## config.mk

```make
export PLATFORM = sky130hd
export DESIGN_NAME = mem_stage_flat
export DESIGN_NICKNAME = d
export VERILOG_FILES = /design/src/rtl/mem_stage_if.sv /design/src/rtl/mem_stage.sv /design/src/flat_wrapper.sv
export SDC_FILE = /design/constraint.sdc
export NUM_CORES = 1
export LEC_CHECK = 0
export BUFFER_PORTS_ARGS = -buffer_cell sky130_fd_sc_hd__buf_2
export CAP_MARGIN = 20
export CORE_MARGIN = 2
export CORE_UTILIZATION = 40
export CTS_CLUSTER_DIAMETER = 120
export DETAILED_ROUTE_END_ITERATION = 10
export PLACE_DENSITY = 0.65
export SETUP_SLACK_MARGIN = 0.05
export SLEW_MARGIN = 20
export SYNTH_ARGS = -nofsm -noshare
export SYNTH_HDL_FRONTEND = slang
export SYNTH_SLANG_ARGS = --single-unit
export TNS_END_PERCENT = 1
```

## constraint.sdc

```tcl
create_clock -name clk -period 2 [get_ports clk]
set_input_delay 0.5 -clock clk [delete_from_list [all_inputs] [get_ports clk]]
set_output_delay 0.5 -clock clk [all_outputs]
set_load 0.1 [all_outputs]
```

## src/rtl/mem_stage_if.sv

```systemverilog
// Data-memory and IO bus channels driven by the memory-access stage.
// The master modport is the pipeline side; the slave modport is the memory/IO side.
interface mem_stage_if;
    logic        dmem_req_o;
    logic        dmem_we_o;
    logic [13:0] dmem_addr_o;
    logic [31:0] dmem_wdata_o;
    logic [31:0] dmem_rdata_i;
    logic        dmem_ack_i;
    logic        io_req_o;
    logic        io_we_o;
    logic [15:0] io_addr_o;
    logic [31:0] io_wdata_o;
    logic [31:0] io_rdata_i;
    logic        io_ack_i;

    modport master (
        output dmem_req_o, dmem_we_o, dmem_addr_o, dmem_wdata_o,
        input  dmem_rdata_i, dmem_ack_i,
        output io_req_o, io_we_o, io_addr_o, io_wdata_o,
        input  io_rdata_i, io_ack_i
    );

    modport slave (
        input  dmem_req_o, dmem_we_o, dmem_addr_o, dmem_wdata_o,
        output dmem_rdata_i, dmem_ack_i,
        input  io_req_o, io_we_o, io_addr_o, io_wdata_o,
        output io_rdata_i, io_ack_i
    );
endinterface

```

## src/rtl/mem_stage.sv

```systemverilog
// Memory-access pipeline stage: issues data-memory or IO transactions, stalls
// upstream while they are outstanding, and loads the MEM/WB register.
module mem_stage #(
    parameter int unsigned TIMEOUT = 15
) (
    input  logic        clk,
    input  logic        rst_n,
    input  logic        in_valid_i,
    input  logic        reg_write_i,
    input  logic        mem_read_i,
    input  logic        mem_write_i,
    input  logic        mem_or_io_to_reg_i,
    input  logic        io_read_i,
    input  logic        io_write_i,
    input  logic [31:0] alu_result_i,
    input  logic [31:0] store_data_i,
    input  logic [4:0]  rd_i,
    output logic        stall_o,
    mem_stage_if.master bus,
    output logic        wb_valid_o,
    output logic        wb_reg_write_o,
    output logic [4:0]  wb_rd_o,
    output logic [31:0] wb_data_o,
    output logic        wb_fault_o
);
    typedef enum logic [1:0] {IDLE, MEM_WAIT, IO_WAIT, RESP} state_t;

    state_t      state_r, next_state_s;
    logic [7:0]  cnt_r;
    logic [31:0] buf_r;
    logic        fault_r;
    logic        dmem_req_r, dmem_we_r, io_req_r, io_we_r;
    logic [13:0] dmem_addr_r;
    logic [15:0] io_addr_r;
    logic [31:0] dmem_wdata_r, io_wdata_r;
    logic        access_s, is_io_s;
    logic        issue_io_s, issue_mem_s, mem_done_s, io_ack_done_s, io_to_s;
    logic        wb_load_in_s, wb_load_resp_s;

    assign access_s = in_valid_i & (mem_read_i | mem_write_i | io_read_i | io_write_i);
    assign is_io_s  = io_read_i | io_write_i;

    // Gated by rst_n so every output reads 0 while reset is held.
    assign stall_o = rst_n & (((state_r == IDLE) & access_s) |
                              (state_r == MEM_WAIT) | (state_r == IO_WAIT));

    assign bus.dmem_req_o   = dmem_req_r;
    assign bus.dmem_we_o    = dmem_we_r;
    assign bus.dmem_addr_o  = dmem_addr_r;
    assign bus.dmem_wdata_o = dmem_wdata_r;
    assign bus.io_req_o     = io_req_r;
    assign bus.io_we_o      = io_we_r;
    assign bus.io_addr_o    = io_addr_r;
    assign bus.io_wdata_o   = io_wdata_r;

    // Next-state decode and per-cycle transaction events.
    always_comb begin
        next_state_s   = state_r;
        issue_io_s     = 1'b0;
        issue_mem_s    = 1'b0;
        mem_done_s     = 1'b0;
        io_ack_done_s  = 1'b0;
        io_to_s        = 1'b0;
        wb_load_in_s   = 1'b0;
        wb_load_resp_s = 1'b0;
        case (state_r)
            IDLE: begin
                if (access_s && is_io_s) begin
                    next_state_s = IO_WAIT;
                    issue_io_s   = 1'b1;
                end else if (access_s) begin
                    next_state_s = MEM_WAIT;
                    issue_mem_s  = 1'b1;
                end else begin
                    wb_load_in_s = 1'b1;
                end
            end
            MEM_WAIT: begin
                if (bus.dmem_ack_i) begin
                    mem_done_s   = 1'b1;
                    next_state_s = RESP;
                end else begin
                    next_state_s = MEM_WAIT;
                end
            end
            IO_WAIT: begin
                // An ack on the final counted cycle still beats the timeout.
                if (bus.io_ack_i) begin
                    io_ack_done_s = 1'b1;
                    next_state_s  = RESP;
                end else if (cnt_r == 8'(TIMEOUT - 1)) begin
                    io_to_s       = 1'b1;
                    next_state_s  = RESP;
                end else begin
                    next_state_s  = IO_WAIT;
                end
            end
            RESP: begin
                wb_load_resp_s = 1'b1;
                next_state_s   = IDLE;
            end
            default: begin
                next_state_s = IDLE;
            end
        endcase
    end

    // FSM state register.
    always_ff @(posedge clk or negedge rst_n) begin
        if (!rst_n) begin
            state_r <= IDLE;
        end else begin
            state_r <= next_state_s;
        end
    end

    // Bus request registers; address/we/wdata are latched only at issue.
    always_ff @(posedge clk or negedge rst_n) begin
        if (!rst_n) begin
            dmem_req_r   <= 1'b0;
            dmem_we_r    <= 1'b0;
            dmem_addr_r  <= 14'd0;
            dmem_wdata_r <= 32'd0;
            io_req_r     <= 1'b0;
            io_we_r      <= 1'b0;
            io_addr_r    <= 16'd0;
            io_wdata_r   <= 32'd0;
        end else begin
            if (issue_mem_s) begin
                dmem_req_r   <= 1'b1;
                dmem_we_r    <= mem_write_i;
                dmem_addr_r  <= alu_result_i[15:2];
                dmem_wdata_r <= store_data_i;
            end else if (mem_done_s) begin
                dmem_req_r   <= 1'b0;
            end else begin
                dmem_req_r   <= dmem_req_r;
            end
            if (issue_io_s) begin
                io_req_r   <= 1'b1;
                io_we_r    <= io_write_i;
                io_addr_r  <= alu_result_i[15:0];
                io_wdata_r <= store_data_i;
            end else if (io_ack_done_s || io_to_s) begin
                io_req_r   <= 1'b0;
            end else begin
                io_req_r   <= io_req_r;
            end
        end
    end

    // IO wait counter, response buffer and fault flag.
    always_ff @(posedge clk or negedge rst_n) begin
        if (!rst_n) begin
            cnt_r   <= 8'd0;
            buf_r   <= 32'd0;
            fault_r <= 1'b0;
        end else begin
            if (issue_io_s) begin
                cnt_r <= 8'd0;
            end else if (state_r == IO_WAIT) begin
                cnt_r <= cnt_r + 8'd1;
            end else begin
                cnt_r <= cnt_r;
            end
            if (mem_done_s) begin
                buf_r   <= bus.dmem_rdata_i;
                fault_r <= 1'b0;
            end else if (io_ack_done_s) begin
                buf_r   <= bus.io_rdata_i;
                fault_r <= 1'b0;
            end else if (io_to_s) begin
                buf_r   <= 32'd0;
                fault_r <= 1'b1;
            end else begin
                buf_r   <= buf_r;
                fault_r <= fault_r;
            end
        end
    end

    // MEM/WB register; a bubble is inserted while the stage is stalled.
    always_ff @(posedge clk or negedge rst_n) begin
        if (!rst_n) begin
            wb_valid_o     <= 1'b0;
            wb_reg_write_o <= 1'b0;
            wb_rd_o        <= 5'd0;
            wb_data_o      <= 32'd0;
            wb_fault_o     <= 1'b0;
        end else if (wb_load_in_s || wb_load_resp_s) begin
            wb_valid_o     <= in_valid_i;
            wb_reg_write_o <= in_valid_i & reg_write_i & (rd_i != 5'd0);
            wb_rd_o        <= rd_i;
            wb_data_o      <= mem_or_io_to_reg_i ? buf_r : alu_result_i;
            wb_fault_o     <= wb_load_resp_s ? fault_r : 1'b0;
        end else begin
            wb_valid_o     <= 1'b0;
            wb_reg_write_o <= 1'b0;
            wb_rd_o        <= 5'd0;
            wb_data_o      <= 32'd0;
            wb_fault_o     <= 1'b0;
        end
    end
endmodule
```

## src/flat_wrapper.sv

```systemverilog
// flat-port wrapper written by rule: the top's interface ports become plain ports
module mem_stage_flat 
#(
    parameter int unsigned TIMEOUT = 15
)
  (clk, rst_n, in_valid_i, reg_write_i, mem_read_i, mem_write_i, mem_or_io_to_reg_i, io_read_i, io_write_i, alu_result_i, store_data_i, rd_i, stall_o, wb_valid_o, wb_reg_write_o, wb_rd_o, wb_data_o, wb_fault_o, bus_dmem_req_o, bus_dmem_we_o, bus_dmem_addr_o, bus_dmem_wdata_o, bus_dmem_rdata_i, bus_dmem_ack_i, bus_io_req_o, bus_io_we_o, bus_io_addr_o, bus_io_wdata_o, bus_io_rdata_i, bus_io_ack_i);
  mem_stage_if bus_i ();
  input  logic clk;
  input  logic rst_n;
  input  logic in_valid_i;
  input  logic reg_write_i;
  input  logic mem_read_i;
  input  logic mem_write_i;
  input  logic mem_or_io_to_reg_i;
  input  logic io_read_i;
  input  logic io_write_i;
  input  logic [31:0] alu_result_i;
  input  logic [31:0] store_data_i;
  input  logic [4:0] rd_i;
  output logic stall_o;
  output logic wb_valid_o;
  output logic wb_reg_write_o;
  output logic [4:0] wb_rd_o;
  output logic [31:0] wb_data_o;
  output logic wb_fault_o;
  output wire logic [$bits(bus_i.dmem_req_o)-1:0] bus_dmem_req_o;
  output wire logic [$bits(bus_i.dmem_we_o)-1:0] bus_dmem_we_o;
  output wire logic [$bits(bus_i.dmem_addr_o)-1:0] bus_dmem_addr_o;
  output wire logic [$bits(bus_i.dmem_wdata_o)-1:0] bus_dmem_wdata_o;
  input wire logic [$bits(bus_i.dmem_rdata_i)-1:0] bus_dmem_rdata_i;
  input wire logic [$bits(bus_i.dmem_ack_i)-1:0] bus_dmem_ack_i;
  output wire logic [$bits(bus_i.io_req_o)-1:0] bus_io_req_o;
  output wire logic [$bits(bus_i.io_we_o)-1:0] bus_io_we_o;
  output wire logic [$bits(bus_i.io_addr_o)-1:0] bus_io_addr_o;
  output wire logic [$bits(bus_i.io_wdata_o)-1:0] bus_io_wdata_o;
  input wire logic [$bits(bus_i.io_rdata_i)-1:0] bus_io_rdata_i;
  input wire logic [$bits(bus_i.io_ack_i)-1:0] bus_io_ack_i;
  assign bus_dmem_req_o = bus_i.dmem_req_o;
  assign bus_dmem_we_o = bus_i.dmem_we_o;
  assign bus_dmem_addr_o = bus_i.dmem_addr_o;
  assign bus_dmem_wdata_o = bus_i.dmem_wdata_o;
  assign bus_i.dmem_rdata_i = bus_dmem_rdata_i;
  assign bus_i.dmem_ack_i = bus_dmem_ack_i;
  assign bus_io_req_o = bus_i.io_req_o;
  assign bus_io_we_o = bus_i.io_we_o;
  assign bus_io_addr_o = bus_i.io_addr_o;
  assign bus_io_wdata_o = bus_i.io_wdata_o;
  assign bus_i.io_rdata_i = bus_io_rdata_i;
  assign bus_i.io_ack_i = bus_io_ack_i;
  mem_stage #(.TIMEOUT(TIMEOUT)) u_core (.clk(clk), .rst_n(rst_n), .in_valid_i(in_valid_i), .reg_write_i(reg_write_i), .mem_read_i(mem_read_i), .mem_write_i(mem_write_i), .mem_or_io_to_reg_i(mem_or_io_to_reg_i), .io_read_i(io_read_i), .io_write_i(io_write_i), .alu_result_i(alu_result_i), .store_data_i(store_data_i), .rd_i(rd_i), .stall_o(stall_o), .bus(bus_i), .wb_valid_o(wb_valid_o), .wb_reg_write_o(wb_reg_write_o), .wb_rd_o(wb_rd_o), .wb_data_o(wb_data_o), .wb_fault_o(wb_fault_o));
endmodule
```

# --- Word-level counts from Yosys, hierarchy flattened ---
# Index checks and enable logic that the tools add are counted.
totals:
  inputBits: 144
  wordCells: 84
  register_bits: 181
  out_inout_bits: 139
op_classes:
  reduce_logical: 9
  n_bitwise: 11
  muxes: 41
  n_eq_ne: 5
  n_addsub: 1
ops:
  columns: ["cell", "count"]
  rows:
  - ["2-to-1 mux 32 bit", 5]
  - ["2-to-1 mux 1 bit", 28]
  - ["2-to-1 mux 8 bit", 2]
  - ["adder 8 x 1 -> 8 bit (second input constant)", 1]
  - ["== test 8 x 4 -> 1 bit (second input constant)", 1]
  - ["2-to-1 mux 2 bit", 4]
  - ["case mux 2 bit (4 select lines)", 1]
  - ["OR 1 bit", 6]
  - ["nonzero test 2 bit", 3]
  - ["AND 1 bit", 5]
  - ["2-to-1 mux 5 bit", 1]
  - ["nonzero test 5 bit", 1]
  - ["== test 2 bit (second input constant)", 2]
  - ["inequality test 3 x 2 -> 1 bit (second input constant)", 1]
  - ["nonzero test 3 bit", 1]
  - ["== test 2 x 1 -> 1 bit (second input constant)", 1]
  - ["logical NOT 2 bit", 1]
  - ["logical OR 1 bit", 2]
  - ["logical AND 1 bit", 1]

# --- Logic depth before layout (Yosys ltp) ---
depth:
  word_depth: 9
  mapped_depth: 7
  depth_no_buf: 5

# --- Worst setup path after synthesis ---
# OpenSTA, ideal clock, no wires.
synth_path:
  path_type: "reg-to-output"
  startpoint: "reg u_core.state_r[1]"
  endpoint: "out stall_o"
  path_slack_ps: -438
  path_buffers: 2
  t_arrival_ps: 1938
  required_ps: 1500
  stages_incl_launch_ff: 6
  path_cell_list: "dfrtp_1 > buf_6 > and2_0 > a21oi_1 > clkbuf_1 > and2_1"
synth_via:
  elab_chain_cells: 5
  word_cells_on_any_way: 7
  classes_between: "eq/ne: 2; bitwise: 4; reduce/logical: 1"
synth_lines:
  columns: ["element", "line_no", "rtl"]
  rows:
  - ["start: declaration", "mem_stage.sv:28", "state_t state_r, next_state_s;"]
  - ["start signal: assignment", "mem_stage.sv:113", "state_r <= next_state_s;"]
  - ["logical NOT 2 bit", "mem_stage.sv:44", "assign stall_o = rst_n & (((state_r == IDLE) & access_s) |"]
  - ["AND 1 bit", "mem_stage.sv:44", null]
  - ["OR 1 bit", "mem_stage.sv:44", null]
  - ["OR 1 bit *", "mem_stage.sv:45", "(state_r == MEM_WAIT) | (state_r == IO_WAIT));"]
  - ["AND 1 bit *", "mem_stage.sv:44", null]
  - ["end: declaration", "flat_wrapper.sv:20", "output logic stall_o;"]
# Every way passes the cells marked *; elsewhere a longest branch is shown, timed or not.

# --- Worst setup path in the final report ---
layout_path:
  startpoint: "in mem_write_i"
  endpoint: "out stall_o"
layout_via:
  elab_chain_cells: 8
layout_lines:
  columns: ["element", "line_no", "rtl"]
  rows:
  - ["start: declaration", "flat_wrapper.sv:13", "input logic mem_write_i;"]
  - ["OR 1 bit (3 in a row)", "mem_stage.sv:40", "assign access_s = in_valid_i & (mem_read_i | mem_write_i | io_read_i | io_write_i);"]
  - ["AND 1 bit", "mem_stage.sv:40", null]
  - ["AND 1 bit", "mem_stage.sv:44", null]
  - ["OR 1 bit", "mem_stage.sv:44", null]
  - ["OR 1 bit", "mem_stage.sv:45", null]
  - ["AND 1 bit", "mem_stage.sv:44", null]
# Every way passes these cells.

==> impl_metrics.ini <==
[run_status]
status = complete, but fails checks
violations = negative setup slack

[cts]
cts_buffers = 17
cts_buffer_depth = 2
cts.hold.buffers_added = 0
cts_root_buf = clkbuf_16
clk_pin_slew_ns = 0.07
cts_tree = done
clock_latency_ns = 0.43
cts.sinks = 181
htreeDepth = 4

[detailed_routing]
via_per_inst = 5.08
antenna_left = 0
first_pass_iters = 7
initialDrtViolationCount = 220
wl_per_cell_um = 17.9
vias = 5964
drcViolationCount = 0
drt-total-wl_mm = 21.0

[critical_path]
setup.worst_path.start_class = input pin
slowest_delay_ns = 0.36
critical_path_buf_inv_count = 3
path_cells = buf_2 > o41ai_2 > buf_4 > a21oi_4 > and2_4 > buf_12
critical_path.slowest_cell = o41ai_2
crit_family = buffers and inverters
crit_arrival_ns = 1.51
worstPathMaxFanout = 2
endpoint_kind = output port
critPathRequiredTime_ns = 1.50
crit_type = input pin to output port

[yosys]
synth.yosys.seq_area_share_pct = 58.5
synth_top_cell_area_share_pct = 58.5
async_reset_ff_share_pct = 100
synth-seq-cells = 181
netlist_area_mm2 = 0.00774
synthFlopType = dfrtp_1
synth_compound_area_share_pct = 9.24
synthSimpleGateAreaFrac_pct = 8.84
ys_top_cells_by_area = dfrtp_1, mux2_2, mux2_4
avgSynthCellArea_um2 = 12.6
synth_edf_count = 0
synth_area_leader_cell = dfrtp_1
synth.distinct_cells = 42
synth_warnings = 0
synthCells = 616
synth_fp_nets = 762
synthAdderAreaFrac_pct = 0.323
synthXorXnorAreaFrac_pct = 0.113
synth_top_family_by_area = multiplexers
yosys-mux-area-fraction_pct = 19.7

[layout]
drive_gt1_share_pct = 49.3
final_cell_mix = buf_2, dfrtp_1, mux2_2
fin_nets = 1047
finish.instance_area_mm2 = 0.0103
syn2layout_area_growth_pct = 32.7
final_util_pct = 54.6
final_common_cell = buf_2

[place]
placed_area_mm2 = 0.00960
io_buffers = 282
post-place-ws_ns = -0.127
place_congestion = 0.784
dp_hpwl_mm = 14.4

[sta]
post-route-min-period_ns = 2.01
setup_viol = 1
rsz0062_at_grt = true
finalHoldViolCount = 0
slew_violations = 0
fin_ws_ns = -0.00990
finalSetupTns_ns = -0.00990
slew_headroom_pct = 61.4
worst_pin_slew_ns = 0.579
finClkSkew_ns = 0.00683
fin_crit_sh_pct = 100
fmax_mhz = 498

[floorplanning]
fp.dieW_um = 143
rows = 50
core-area_mm2 = 0.0188
num_io_pins = 283
die_area_mm2 = 0.0205
die_y_um = 143
start_util_pct = 41.1

[grt]
grt_pass1_wl_mm = 32.7
grt_pass1_vias = 6144
overflow = 0
antenna_found_initial = 2
grt_max_degree = 102
grt.total_usage_pct = 20.6

[worst_hold_path]
hold_class = input pin to async pin

[job]
cap_violations = 0
## cells by family (layout without fill, tap and decap cells)
logic type / Yosys count / after routing
xor gates and xnor gates: 1 / 1
and+or+nand+nor: 137 / 137
buffers and inverters: 51 / 349
other: 0 / 1
adders and majority gates: 2 / 2
AOI/OAI and AO/OA: 114 / 114
muxes: 130 / 130
DFF: 181 / 181
## per-layer routing
metal | GRT usage, % | vias up | routed length [µm]
li1 | - | 2743 | -
met1 | 26.5 | 2951 | 8980
met2 | 33.7 | 237 | 9970
met3 | 5.63 | 31 | 1560
met4 | 7.30 | 2 | 455
met5 | 0 | - | 13
## stage by stage
step	hold WS, ns	std cells
after detailed placement	0.478	1141
after global placement	0.464	1141
final	0.0893	1175
after floorplan	0.204	616
after CTS	0.119	1173
after global routing	0.128	1174
## registers in the layout (all words and copies together), names as in the netlist, 2 cells and up
name	cells
u_core.bus.dmem_addr_o	14
u_core.state_r	2
u_core.bus.io_addr_o	16
u_core.buf_r	32
u_core.bus.dmem_wdata_o	32
u_core.wb_data_o	32
u_core.bus.io_wdata_o	32
u_core.cnt_r	8
u_core.wb_rd_o	5
## cells in the mapped netlist (3+ instances only)
cell      count
o21ai_0      38
clkbuf_1     36
a221oi_1     32
dfrtp_1     181
nand3_1       3
mux2_4       27
inv_1         5
a21oi_1      36
mux2_2       69
buf_2         5
nand2_1       6
mux2i_1      34
nor2_1       70
nor2b_1      38
## area by class of cell
type	instances	area, µm²
inverters	5	18.8
flip-flops and latches	181	4530
multi-input cells	384	3010
well taps	260	325
clock inverters	14	189
diodes	1	2.50
fillers	1611	8560
clock buffers	18	439
repair buffers	312	1760
## repair_timing
| item | 4_1_cts | 5_1_grt |
|---|---|---|
| pin swaps | 1 | 1 |
| setup buffers | 1 | 1 |
| endpoints found under the hold margin | 0 | 0 |
| gates resized for setup | 10 | 0 |
| endpoints found under the setup margin | 1 | 1 |
## path summary, 6_finish.rpt
path,start,end,slack (ns),cells after the start
min in group clk,rd_i[3],u_core.wb_rd_o[3]$_DFF_PN0_,0.30,2
hold / removal,rst_n,u_core.bus.io_addr_o[15]$_DFFE_PN0P_,0.09,2
setup / recovery,mem_write_i,stall_o,-0.01,6
max in group asynchronous,rst_n,u_core.wb_data_o[27]$_DFF_PN0_,1.40,2
setup reg to reg,u_core.state_r[0]$_DFFE_PN0P_,u_core.bus.io_addr_o[12]$_DFFE_PN0P_,0.16,4
hold reg to reg,u_core.fault_r$_DFFE_PN0P_,u_core.fault_r$_DFFE_PN0P_,0.49,1
Power is not shown: default switching activity piles up to over one toggle a cycle in this logic, so the estimate is an artifact.
